$ cat config.mk
export PLATFORM = sky130hd
export DESIGN_NAME = core_cmd_sequencer_flat
export DESIGN_NICKNAME = d
export VERILOG_FILES = /design/src/rtl/core_cmd_sequencer_pkg.sv /design/src/rtl/core_cmd_sequencer_if.sv /design/src/rtl/core_cmd_sequencer_fifo.sv /design/src/rtl/core_cmd_sequencer.sv /design/src/flat_wrapper.sv
export SDC_FILE = /design/constraint.sdc
export NUM_CORES = 1
export LEC_CHECK = 0
export CORE_MARGIN = 2
export CORE_UTILIZATION = 44
export DETAILED_ROUTE_END_ITERATION = 12
export HOLD_SLACK_MARGIN = 0.05
export PLACE_DENSITY = 0.87
export SETUP_SLACK_MARGIN = 0.05
export SLEW_MARGIN = 20
export SYNTH_ARGS = -nofsm -noshare
export SYNTH_HDL_FRONTEND = slang
export SYNTH_HIERARCHICAL = 1
export SYNTH_SLANG_ARGS = --single-unit
$ cat constraint.sdc
create_clock -name clk -period 7.61 [get_ports clk]
set_clock_uncertainty 0.2 [all_clocks]
set_input_delay 2.283 -clock clk [delete_from_list [all_inputs] [get_ports clk]]
set_output_delay 2.283 -clock clk [all_outputs]
set_load 0.02 [all_outputs]
$ cat src/rtl/core_cmd_sequencer_pkg.sv
// core_manage_types: shared constants and types for the core manager and its
// command sequencer.
//   NUM_CPUS / CORE_W       : number of managed cores and the core-index width
//   WADDR_MAN               : register address of the core manager
//   HALTCn / NHALTCn        : command codes that halt / release core n
//   HALT_BIT                : bit of the readback word that holds the halt state
//   seq_state_e             : sequencer FSM states
//   cmd_code(), core_valid(): command-code lookup and core-range check
package core_manage_types;

  localparam int unsigned NUM_CPUS = 3;
  localparam int unsigned CORE_W   = (NUM_CPUS > 1) ? $clog2(NUM_CPUS) : 1;

  localparam logic [31:0] WADDR_MAN = 32'h0000_0040;

  localparam logic [31:0] HALTC0  = 32'h0000_0011;
  localparam logic [31:0] HALTC1  = 32'h0000_0012;
  localparam logic [31:0] HALTC2  = 32'h0000_0013;
  localparam logic [31:0] NHALTC0 = 32'h0000_0021;
  localparam logic [31:0] NHALTC1 = 32'h0000_0022;
  localparam logic [31:0] NHALTC2 = 32'h0000_0023;

  localparam int unsigned HALT_BIT = 0;

  typedef enum logic [2:0] {
    ST_IDLE   = 3'd0,
    ST_WRITE  = 3'd1,
    ST_SETTLE = 3'd2,
    ST_READ   = 3'd3,
    ST_CHECK  = 3'd4
  } seq_state_e;

  // Manager command word for a halt (halt=1) or release (halt=0) of one core.
  function automatic logic [31:0] cmd_code(input logic [CORE_W-1:0] core, input logic halt);
    logic [31:0] code;
    case (core)
      CORE_W'(0): code = halt ? HALTC0 : NHALTC0;
      CORE_W'(1): code = halt ? HALTC1 : NHALTC1;
      CORE_W'(2): code = halt ? HALTC2 : NHALTC2;
      default:    code = 32'h0000_0000;
    endcase
    return code;
  endfunction

  // True when the index names a core that actually exists.
  function automatic logic core_valid(input logic [CORE_W-1:0] core);
    return (32'(core) < NUM_CPUS);
  endfunction

endpackage

$ cat src/rtl/core_cmd_sequencer_if.sv
// core_cmd_sequencer_if: command-queue handshake plus write/readback bus of the
// core manager.
//   cmd_valid/cmd_ready/cmd_core/cmd_halt : command offer into the queue
//   w_valid/awvalid/waddr/wdata           : write strobe to the manager
//   arvalid/raddr, rvalid/rdata           : readback request and response
// master = sequencer side, slave = command source + manager side.
interface core_cmd_sequencer_if;

  logic                                 cmd_valid;
  logic                                 cmd_ready;
  logic [core_manage_types::CORE_W-1:0] cmd_core;
  logic                                 cmd_halt;
  logic                                 w_valid;
  logic                                 awvalid;
  logic [31:0]                          waddr;
  logic [31:0]                          wdata;
  logic                                 arvalid;
  logic [31:0]                          raddr;
  logic                                 rvalid;
  logic [31:0]                          rdata;

  modport master (
    input  cmd_valid, cmd_core, cmd_halt, rvalid, rdata,
    output cmd_ready, w_valid, awvalid, waddr, wdata, arvalid, raddr
  );

  modport slave (
    output cmd_valid, cmd_core, cmd_halt, rvalid, rdata,
    input  cmd_ready, w_valid, awvalid, waddr, wdata, arvalid, raddr
  );

endinterface

$ cat src/rtl/core_cmd_sequencer_fifo.sv
// cmd_fifo: small synchronous FIFO holding pending commands.
//   clk, rst (async, active-high)
//   i_push/i_din : write side; a push while full is taken if a pop happens
//                  in the same cycle
//   i_pop/o_dout : read side; o_dout shows the head entry
//   o_full/o_empty : occupancy flags
// DEPTH must be a power of two, at least 2, so the pointers wrap naturally.
module cmd_fifo #(
  parameter int unsigned WIDTH = 3,
  parameter int unsigned DEPTH = 4
) (
  input  logic             clk,
  input  logic             rst,
  input  logic             i_push,
  input  logic [WIDTH-1:0] i_din,
  input  logic             i_pop,
  output logic [WIDTH-1:0] o_dout,
  output logic             o_full,
  output logic             o_empty
);

  localparam int unsigned AW = $clog2(DEPTH);

  logic [WIDTH-1:0] r_mem [DEPTH];
  logic [AW-1:0]    r_wr_ptr;
  logic [AW-1:0]    r_rd_ptr;
  logic [AW:0]      r_count;
  logic             w_do_push;
  logic             w_do_pop;

  assign o_empty   = (r_count == (AW+1)'(0));
  assign o_full    = (r_count == (AW+1)'(DEPTH));
  assign o_dout    = r_mem[r_rd_ptr];
  assign w_do_pop  = i_pop && !o_empty;
  assign w_do_push = i_push && (!o_full || w_do_pop);

  // Storage, pointers and occupancy.
  always_ff @(posedge clk or posedge rst) begin
    if (rst) begin
      for (int i = 0; i < int'(DEPTH); i++) r_mem[i] <= '0;
      r_wr_ptr <= '0;
      r_rd_ptr <= '0;
      r_count  <= '0;
    end else begin
      if (w_do_push) begin
        r_mem[r_wr_ptr] <= i_din;
        r_wr_ptr        <= r_wr_ptr + AW'(1);
      end
      if (w_do_pop) begin
        r_rd_ptr <= r_rd_ptr + AW'(1);
      end
      case ({w_do_push, w_do_pop})
        2'b10:   r_count <= r_count + (AW+1)'(1);
        2'b01:   r_count <= r_count - (AW+1)'(1);
        default: r_count <= r_count;
      endcase
    end
  end

endmodule

$ cat src/rtl/core_cmd_sequencer.sv
// core_cmd_sequencer: queues halt/release commands for individual cores, writes
// each to the core manager, reads the core's halt state back and retries until
// it matches or the retry budget runs out.
//   clk, rst (async, active-high), pwr (power-good)
//   bus      : command handshake, manager write strobe and readback (master)
//   busy     : FSM not idle
//   done     : one-cycle pulse per confirmed command
//   err      : sticky failure flag, cleared only by rst
//   err_core : core of the most recent failure
module core_cmd_sequencer
  import core_manage_types::*;
#(
  parameter int unsigned FIFO_DEPTH = 4,
  parameter int unsigned MAX_RETRY  = 3,
  parameter int unsigned TIMEOUT    = 15
) (
  input  logic                  clk,
  input  logic                  rst,
  input  logic                  pwr,
  core_cmd_sequencer_if.master  bus,
  output logic                  busy,
  output logic                  done,
  output logic                  err,
  output logic [CORE_W-1:0]     err_core
);

  localparam int unsigned RETRY_W = $clog2(MAX_RETRY + 1);
  localparam int unsigned TMO_W   = $clog2(TIMEOUT + 1);

  seq_state_e         r_state, w_state_nxt;
  logic [CORE_W-1:0]  r_hold_core, w_hold_core_nxt;
  logic               r_hold_halt, w_hold_halt_nxt;
  logic [RETRY_W-1:0] r_retry, w_retry_nxt, w_retry_inc;
  logic [TMO_W-1:0]   r_tmo, w_tmo_nxt;
  logic               r_rd_halt, w_rd_halt_nxt;
  logic               w_pop, w_done_nxt, w_err_set;

  logic [CORE_W:0]    w_head;
  logic               w_full, w_empty;

  logic               r_w_valid, r_awvalid, r_arvalid;
  logic [31:0]        r_waddr, r_wdata, r_raddr;
  logic               r_busy, r_done, r_err;
  logic [CORE_W-1:0]  r_err_core;

  cmd_fifo #(
    .WIDTH (CORE_W + 1),
    .DEPTH (FIFO_DEPTH)
  ) u_fifo (
    .clk     (clk),
    .rst     (rst),
    .i_push  (bus.cmd_valid && bus.cmd_ready),
    .i_din   ({bus.cmd_core, bus.cmd_halt}),
    .i_pop   (w_pop),
    .o_dout  (w_head),
    .o_full  (w_full),
    .o_empty (w_empty)
  );

  assign w_retry_inc = r_retry + RETRY_W'(1);

  // Next-state, command holding and retry/timeout bookkeeping.
  always_comb begin
    w_state_nxt     = r_state;
    w_hold_core_nxt = r_hold_core;
    w_hold_halt_nxt = r_hold_halt;
    w_retry_nxt     = r_retry;
    w_tmo_nxt       = r_tmo;
    w_rd_halt_nxt   = r_rd_halt;
    w_pop           = 1'b0;
    w_done_nxt      = 1'b0;
    w_err_set       = 1'b0;
    if (!pwr && (r_state != ST_IDLE)) begin
      // Power loss abandons the in-flight command silently.
      w_state_nxt = ST_IDLE;
      w_retry_nxt = '0;
    end else begin
      case (r_state)
        ST_IDLE: begin
          if (!w_empty && pwr) begin
            w_pop           = 1'b1;
            w_hold_core_nxt = w_head[CORE_W:1];
            w_hold_halt_nxt = w_head[0];
            w_retry_nxt     = '0;
            // A nonexistent core fails on the spot without touching the bus.
            if (core_valid(w_head[CORE_W:1])) begin
              w_state_nxt = ST_WRITE;
            end else begin
              w_err_set   = 1'b1;
              w_state_nxt = ST_IDLE;
            end
          end else begin
            w_state_nxt = ST_IDLE;
          end
        end
        ST_WRITE: begin
          w_state_nxt = ST_SETTLE;
        end
        ST_SETTLE: begin
          w_state_nxt = ST_READ;
          w_tmo_nxt   = '0;
        end
        ST_READ: begin
          if (bus.rvalid) begin
            w_state_nxt   = ST_CHECK;
            w_rd_halt_nxt = bus.rdata[HALT_BIT];
          end else if (r_tmo == TMO_W'(TIMEOUT - 1)) begin
            w_err_set   = 1'b1;
            w_retry_nxt = '0;
            w_state_nxt = ST_IDLE;
          end else begin
            w_tmo_nxt = r_tmo + TMO_W'(1);
          end
        end
        ST_CHECK: begin
          if (r_rd_halt == r_hold_halt) begin
            w_done_nxt  = 1'b1;
            w_retry_nxt = '0;
            w_state_nxt = ST_IDLE;
          end else if (w_retry_inc < RETRY_W'(MAX_RETRY)) begin
            w_retry_nxt = w_retry_inc;
            w_state_nxt = ST_WRITE;
          end else begin
            w_err_set   = 1'b1;
            w_retry_nxt = '0;
            w_state_nxt = ST_IDLE;
          end
        end
        default: begin
          w_state_nxt = ST_IDLE;
        end
      endcase
    end
  end

  // State and working registers.
  always_ff @(posedge clk or posedge rst) begin
    if (rst) begin
      r_state     <= ST_IDLE;
      r_hold_core <= '0;
      r_hold_halt <= 1'b0;
      r_retry     <= '0;
      r_tmo       <= '0;
      r_rd_halt   <= 1'b0;
    end else begin
      r_state     <= w_state_nxt;
      r_hold_core <= w_hold_core_nxt;
      r_hold_halt <= w_hold_halt_nxt;
      r_retry     <= w_retry_nxt;
      r_tmo       <= w_tmo_nxt;
      r_rd_halt   <= w_rd_halt_nxt;
    end
  end

  // Outputs are registered from the next state so each strobe is high exactly
  // while the FSM sits in the matching state.
  always_ff @(posedge clk or posedge rst) begin
    if (rst) begin
      r_w_valid  <= 1'b0;
      r_awvalid  <= 1'b0;
      r_arvalid  <= 1'b0;
      r_waddr    <= 32'h0000_0000;
      r_wdata    <= 32'h0000_0000;
      r_raddr    <= 32'h0000_0000;
      r_busy     <= 1'b0;
      r_done     <= 1'b0;
      r_err      <= 1'b0;
      r_err_core <= '0;
    end else begin
      r_w_valid <= (w_state_nxt == ST_WRITE);
      r_awvalid <= (w_state_nxt == ST_WRITE);
      r_arvalid <= (w_state_nxt == ST_READ);
      r_waddr   <= (w_state_nxt == ST_WRITE) ? WADDR_MAN : 32'h0000_0000;
      r_wdata   <= (w_state_nxt == ST_WRITE) ? cmd_code(w_hold_core_nxt, w_hold_halt_nxt)
                                             : 32'h0000_0000;
      r_raddr   <= (w_state_nxt == ST_READ) ? 32'(w_hold_core_nxt) : 32'h0000_0000;
      r_busy    <= (w_state_nxt != ST_IDLE);
      r_done    <= w_done_nxt;
      if (w_err_set) begin
        r_err      <= 1'b1;
        r_err_core <= w_hold_core_nxt;
      end else begin
        r_err      <= r_err;
        r_err_core <= r_err_core;
      end
    end
  end

  assign bus.cmd_ready = !w_full;
  assign bus.w_valid   = r_w_valid;
  assign bus.awvalid   = r_awvalid;
  assign bus.waddr     = r_waddr;
  assign bus.wdata     = r_wdata;
  assign bus.arvalid   = r_arvalid;
  assign bus.raddr     = r_raddr;
  assign busy          = r_busy;
  assign done          = r_done;
  assign err           = r_err;
  assign err_core      = r_err_core;

endmodule

$ cat src/flat_wrapper.sv
// flat-port wrapper written by rule: the top's interface ports become plain ports
module core_cmd_sequencer_flat import core_manage_types::*;
#(
  parameter int unsigned FIFO_DEPTH = 4,
  parameter int unsigned MAX_RETRY  = 3,
  parameter int unsigned TIMEOUT    = 15
)
  (clk, rst, pwr, busy, done, err, err_core, bus_cmd_valid, bus_cmd_core, bus_cmd_halt, bus_rvalid, bus_rdata, bus_cmd_ready, bus_w_valid, bus_awvalid, bus_waddr, bus_wdata, bus_arvalid, bus_raddr);
  core_cmd_sequencer_if bus_i ();
  input  logic clk;
  input  logic rst;
  input  logic pwr;
  output logic busy;
  output logic done;
  output logic err;
  output logic [CORE_W-1:0] err_core;
  input wire logic [$bits(bus_i.cmd_valid)-1:0] bus_cmd_valid;
  input wire logic [$bits(bus_i.cmd_core)-1:0] bus_cmd_core;
  input wire logic [$bits(bus_i.cmd_halt)-1:0] bus_cmd_halt;
  input wire logic [$bits(bus_i.rvalid)-1:0] bus_rvalid;
  input wire logic [$bits(bus_i.rdata)-1:0] bus_rdata;
  output wire logic [$bits(bus_i.cmd_ready)-1:0] bus_cmd_ready;
  output wire logic [$bits(bus_i.w_valid)-1:0] bus_w_valid;
  output wire logic [$bits(bus_i.awvalid)-1:0] bus_awvalid;
  output wire logic [$bits(bus_i.waddr)-1:0] bus_waddr;
  output wire logic [$bits(bus_i.wdata)-1:0] bus_wdata;
  output wire logic [$bits(bus_i.arvalid)-1:0] bus_arvalid;
  output wire logic [$bits(bus_i.raddr)-1:0] bus_raddr;
  assign bus_i.cmd_valid = bus_cmd_valid;
  assign bus_i.cmd_core = bus_cmd_core;
  assign bus_i.cmd_halt = bus_cmd_halt;
  assign bus_i.rvalid = bus_rvalid;
  assign bus_i.rdata = bus_rdata;
  assign bus_cmd_ready = bus_i.cmd_ready;
  assign bus_w_valid = bus_i.w_valid;
  assign bus_awvalid = bus_i.awvalid;
  assign bus_waddr = bus_i.waddr;
  assign bus_wdata = bus_i.wdata;
  assign bus_arvalid = bus_i.arvalid;
  assign bus_raddr = bus_i.raddr;
  core_cmd_sequencer #(.FIFO_DEPTH(FIFO_DEPTH), .MAX_RETRY(MAX_RETRY), .TIMEOUT(TIMEOUT)) u_core (.clk(clk), .rst(rst), .pwr(pwr), .bus(bus_i), .busy(busy), .done(done), .err(err), .err_core(err_core));
endmodule
==> results.json <==
{
  "p_clk_share_pct": 15.3,
  "drtPass1Iterations": 4,
  "cts_tree": "built",
  "io_buffers": 24,
  "intPower_mw": 0.636,
  "outcome": "completed",
  "synth.most_common_cell": "buf_4",
  "sw_frac_of_total_pct": 40.2,
  "grt_setup_unrepaired": "false",
  "max_freq_mhz": 198,
  "postCtsSetupBuffers": 0,
  "synth_commonest_cells": "91 x buf_4, 45 x dfrtp_1, 15 x mux2_2",
  "grt_pass1_wl_mm": 7.20,
  "comb_power_share_pct": 46.4,
  "ioPinCount": 145,
  "synth-edff-count": 0,
  "clkTransAtPathRegs_ns": 0.08,
  "cts_buffer_depth": 2,
  "max-vdd-ir-drop_v": 0.000191,
  "min_path_cells": 1,
  "cp.arrival_ns": 5.08,
  "syn_to_final_growth_pct": 2.26,
  "crit_fanout": 10,
  "power.switching_mw": 0.426,
  "post_cts_resized": 0,
  "setup_viol": 0,
  "syn_avg_cell_area_sq_um": 10.4,
  "p_leak_nw": 1.50,
  "viasPerCell": 4.57,
  "die_h_microns": 85.6,
  "grt_usage_pct": 12.4,
  "drc_errors": 0,
  "grt_max_degree": 27,
  "rows": 29,
  "hp-class": "flip-flop to flip-flop",
  "slew_viol_final": 0,
  "cts_sinks": 45,
  "fp.dieW_microns": 85.6,
  "worst-setup-path-type": "primary input to flip-flop",
  "die-area_sq_um": 7330,
  "synth_top_area_share_pct": 38.4,
  "overflow": 0,
  "antenna_found_initial": 0,
  "regArea_sq_um": 1130,
  "multi_input_area_sq_um": 1380,
  "crit_path_start": "pwr",
  "fin_nets": 359,
  "yosysWarnings": 6,
  "synth_cell_types": 46,
  "rr_worst_depth": 12,
  "ys_top_cells_by_area": "dfrtp_1 38%, buf_4 23%, mux2_2 5.8%",
  "power_density_nw_per_um2": 354,
  "fillers": 587,
  "post-route-period-util_pct": 66.5,
  "finalCriticalPeriod_ns": 5.06,
  "hold_violations": 0,
  "first_iter_violations": 91,
  "wirelength_mm": 4.59,
  "finalSetupTns_ns": 0,
  "reg2reg_from": "u_core/u_fifo/r_count[0]",
  "grt_pass1_vias": 1554,
  "r2r_slack_ns": 4.44,
  "via_count": 1758,
  "drive_above_1_share_pct": 10.7,
  "htree_levels": 2,
  "dpl.hpwl_mm": 3.57,
  "tightest_slew_ns": 0.954,
  "reg2reg_to": "u_core/u_fifo/r_count[2]",
  "critPathLaunchType": "primary input",
  "crit_required_ns": 7.64,
  "gp_congestion": 0.850,
  "ys_ff_latch": 45,
  "cap_viol_max_count": 0,
  "crit_path_end": "u_core/u_fifo/r_count[2]",
  "cts_hold_repair.buffers": 0,
  "cts_buffers": 5,
  "seq_area_frac_synth_pct": 38.4,
  "end_kind": "flip-flop",
  "wl_per_cell_microns": 11.9,
  "ant_nets": 0,
  "seq_power_share_pct": 38.4,
  "start_util_pct": 45.9,
  "core_area_sq_um": 6390,
  "timing.hold.ws_ns": 0.291,
  "slew_headroom_pct": 36.3,
  "async_reset_ff_share_pct": 100,
  "synth-main-ff-cell": "dfrtp_1",
  "finalPower_mw": 1.06,
  "netlist.top_cell.by_area": "dfrtp_1",
  "syn_area_sq_um": 2930,
  "clk_latency_ns": 0.30,
  "root_buffer": "clkbuf_8",
  "synthCells": 283,
  "diodes": 0
}
==> metal layers <==
metal / up-vias / track usage (%) / part of all wire (%)
met5: - / 0 / 0
met4: 0 / 4.47 / 1.2
met3: 5 / 3.27 / 6.6
met2: 78 / 20.7 / 51
met1: 859 / 15.5 / 41
li1: 816 / - / -
==> placed cells by master (no fill, tap or decap), types with 3 or more instances in the layout <==
master | synthesis | final
conb_1 | 1 | 89
dfrtp_1 | 45 | 45
clkdlybuf4s50_1 | 0 | 24
mux2_2 | 15 | 15
inv_1 | 14 | 14
nor2_1 | 12 | 12
nand2_1 | 12 | 12
ha_1 | 11 | 11
clkbuf_8 | 0 | 7
o21ai_0 | 6 | 6
nor3_1 | 6 | 6
nor2b_1 | 5 | 5
o31ai_1 | 4 | 4
xor2_1 | 4 | 4
nand2b_1 | 4 | 4
nand3b_1 | 3 | 3
a21o_1 | 3 | 3
mux2i_1 | 3 | 3
xnor2_1 | 3 | 3
mux4_2 | 3 | 3
==> registers in the layout (all words and copies together) (netlist names) <==
register	count
u_core/bus.arvalid	1
u_core/u_fifo/r_count	3
u_core/u_fifo/r_mem	12
u_core/r_rd_halt	1
u_core/r_tmo	4
u_core/err_core	2
u_core/u_fifo/r_rd_ptr	2
u_core/r_retry	2
u_core/u_fifo/r_wr_ptr	2
u_core/err	1
u_core/r_hold_core	2
u_core/done	1
u_core/bus.wdata	4
u_core/bus.raddr	2
u_core/bus.awvalid	1
u_core/r_hold_halt	1
u_core/busy	1
u_core/r_state	3
==> cell families after synthesis <==
logic type / after synthesis / share of synthesized area (%)
muxes: 23 / 9.85
and+or+nand+nor: 61 / 12.2
xor gates and xnor gates: 7 / 2.09
other: 1 / 0.128
adders and majority gates: 12 / 5.38
buffers and inverters: 109 / 25.7
DFF: 45 / 38.4
AOI/OAI and AO/OA: 25 / 6.27
==> through the flow <==
stage | util (%) | cell area, sq um | std cells | setup slack, ns
3_5_place_dp | 45.4 | 2900 | 377 | 2.27
2_1_floorplan | - | 3260 | 371 | 3.05
5_1_grt | 47.0 | 3000 | 385 | 2.39
4_1_cts | 47.0 | 3000 | 385 | 2.57
6_report | 47.0 | 3000 | 385 | 2.55
3_3_place_gp | 45.4 | 2900 | 377 | 2.36
==> critical path, stage by stage <==
cell             delay [ns]
clkdlybuf4s50_1        0.58
nand2b_1               0.23
nand2b_1               0.25
inv_1                  0.12
nor4b_4                0.33
nand2b_2               0.23
ha_1                   0.20
inv_1                  0.06
fa_1                   0.37
xor2_1                 0.15
nor2_1                 0.13
xor2_1                 0.15
==> worst min-delay path by stage <==
stage                    startpoint         endpoint
global placement         u_core/err       u_core/err
CTS                      u_core/err       u_core/err
finish                   u_core/err       u_core/err
floorplan           u_core/r_tmo[3]  u_core/r_tmo[3]
global route             u_core/err       u_core/err
detailed placement       u_core/err       u_core/err
==> power by group through the flow <==
stage               Sequential (mW)  Combinational (mW)  Clock, mW
floorplan                     0.410               0.400          0
global placement              0.406               0.466          0
detailed placement            0.413               0.491          0
CTS                           0.408               0.494      0.166
global route                  0.420               0.538      0.179
finish                        0.408               0.492      0.162
==> layout make-up <==
type	count	area share, %
multi-input combinational	217	46.1
sequential	45	37.5
timing repair buffer	24	8.01
clock buffer	7	3.21
tap	77	3.21
inverter	14	1.75
clock inverter	1	0.167
Note: power is estimated with default switching activity, not from simulation.
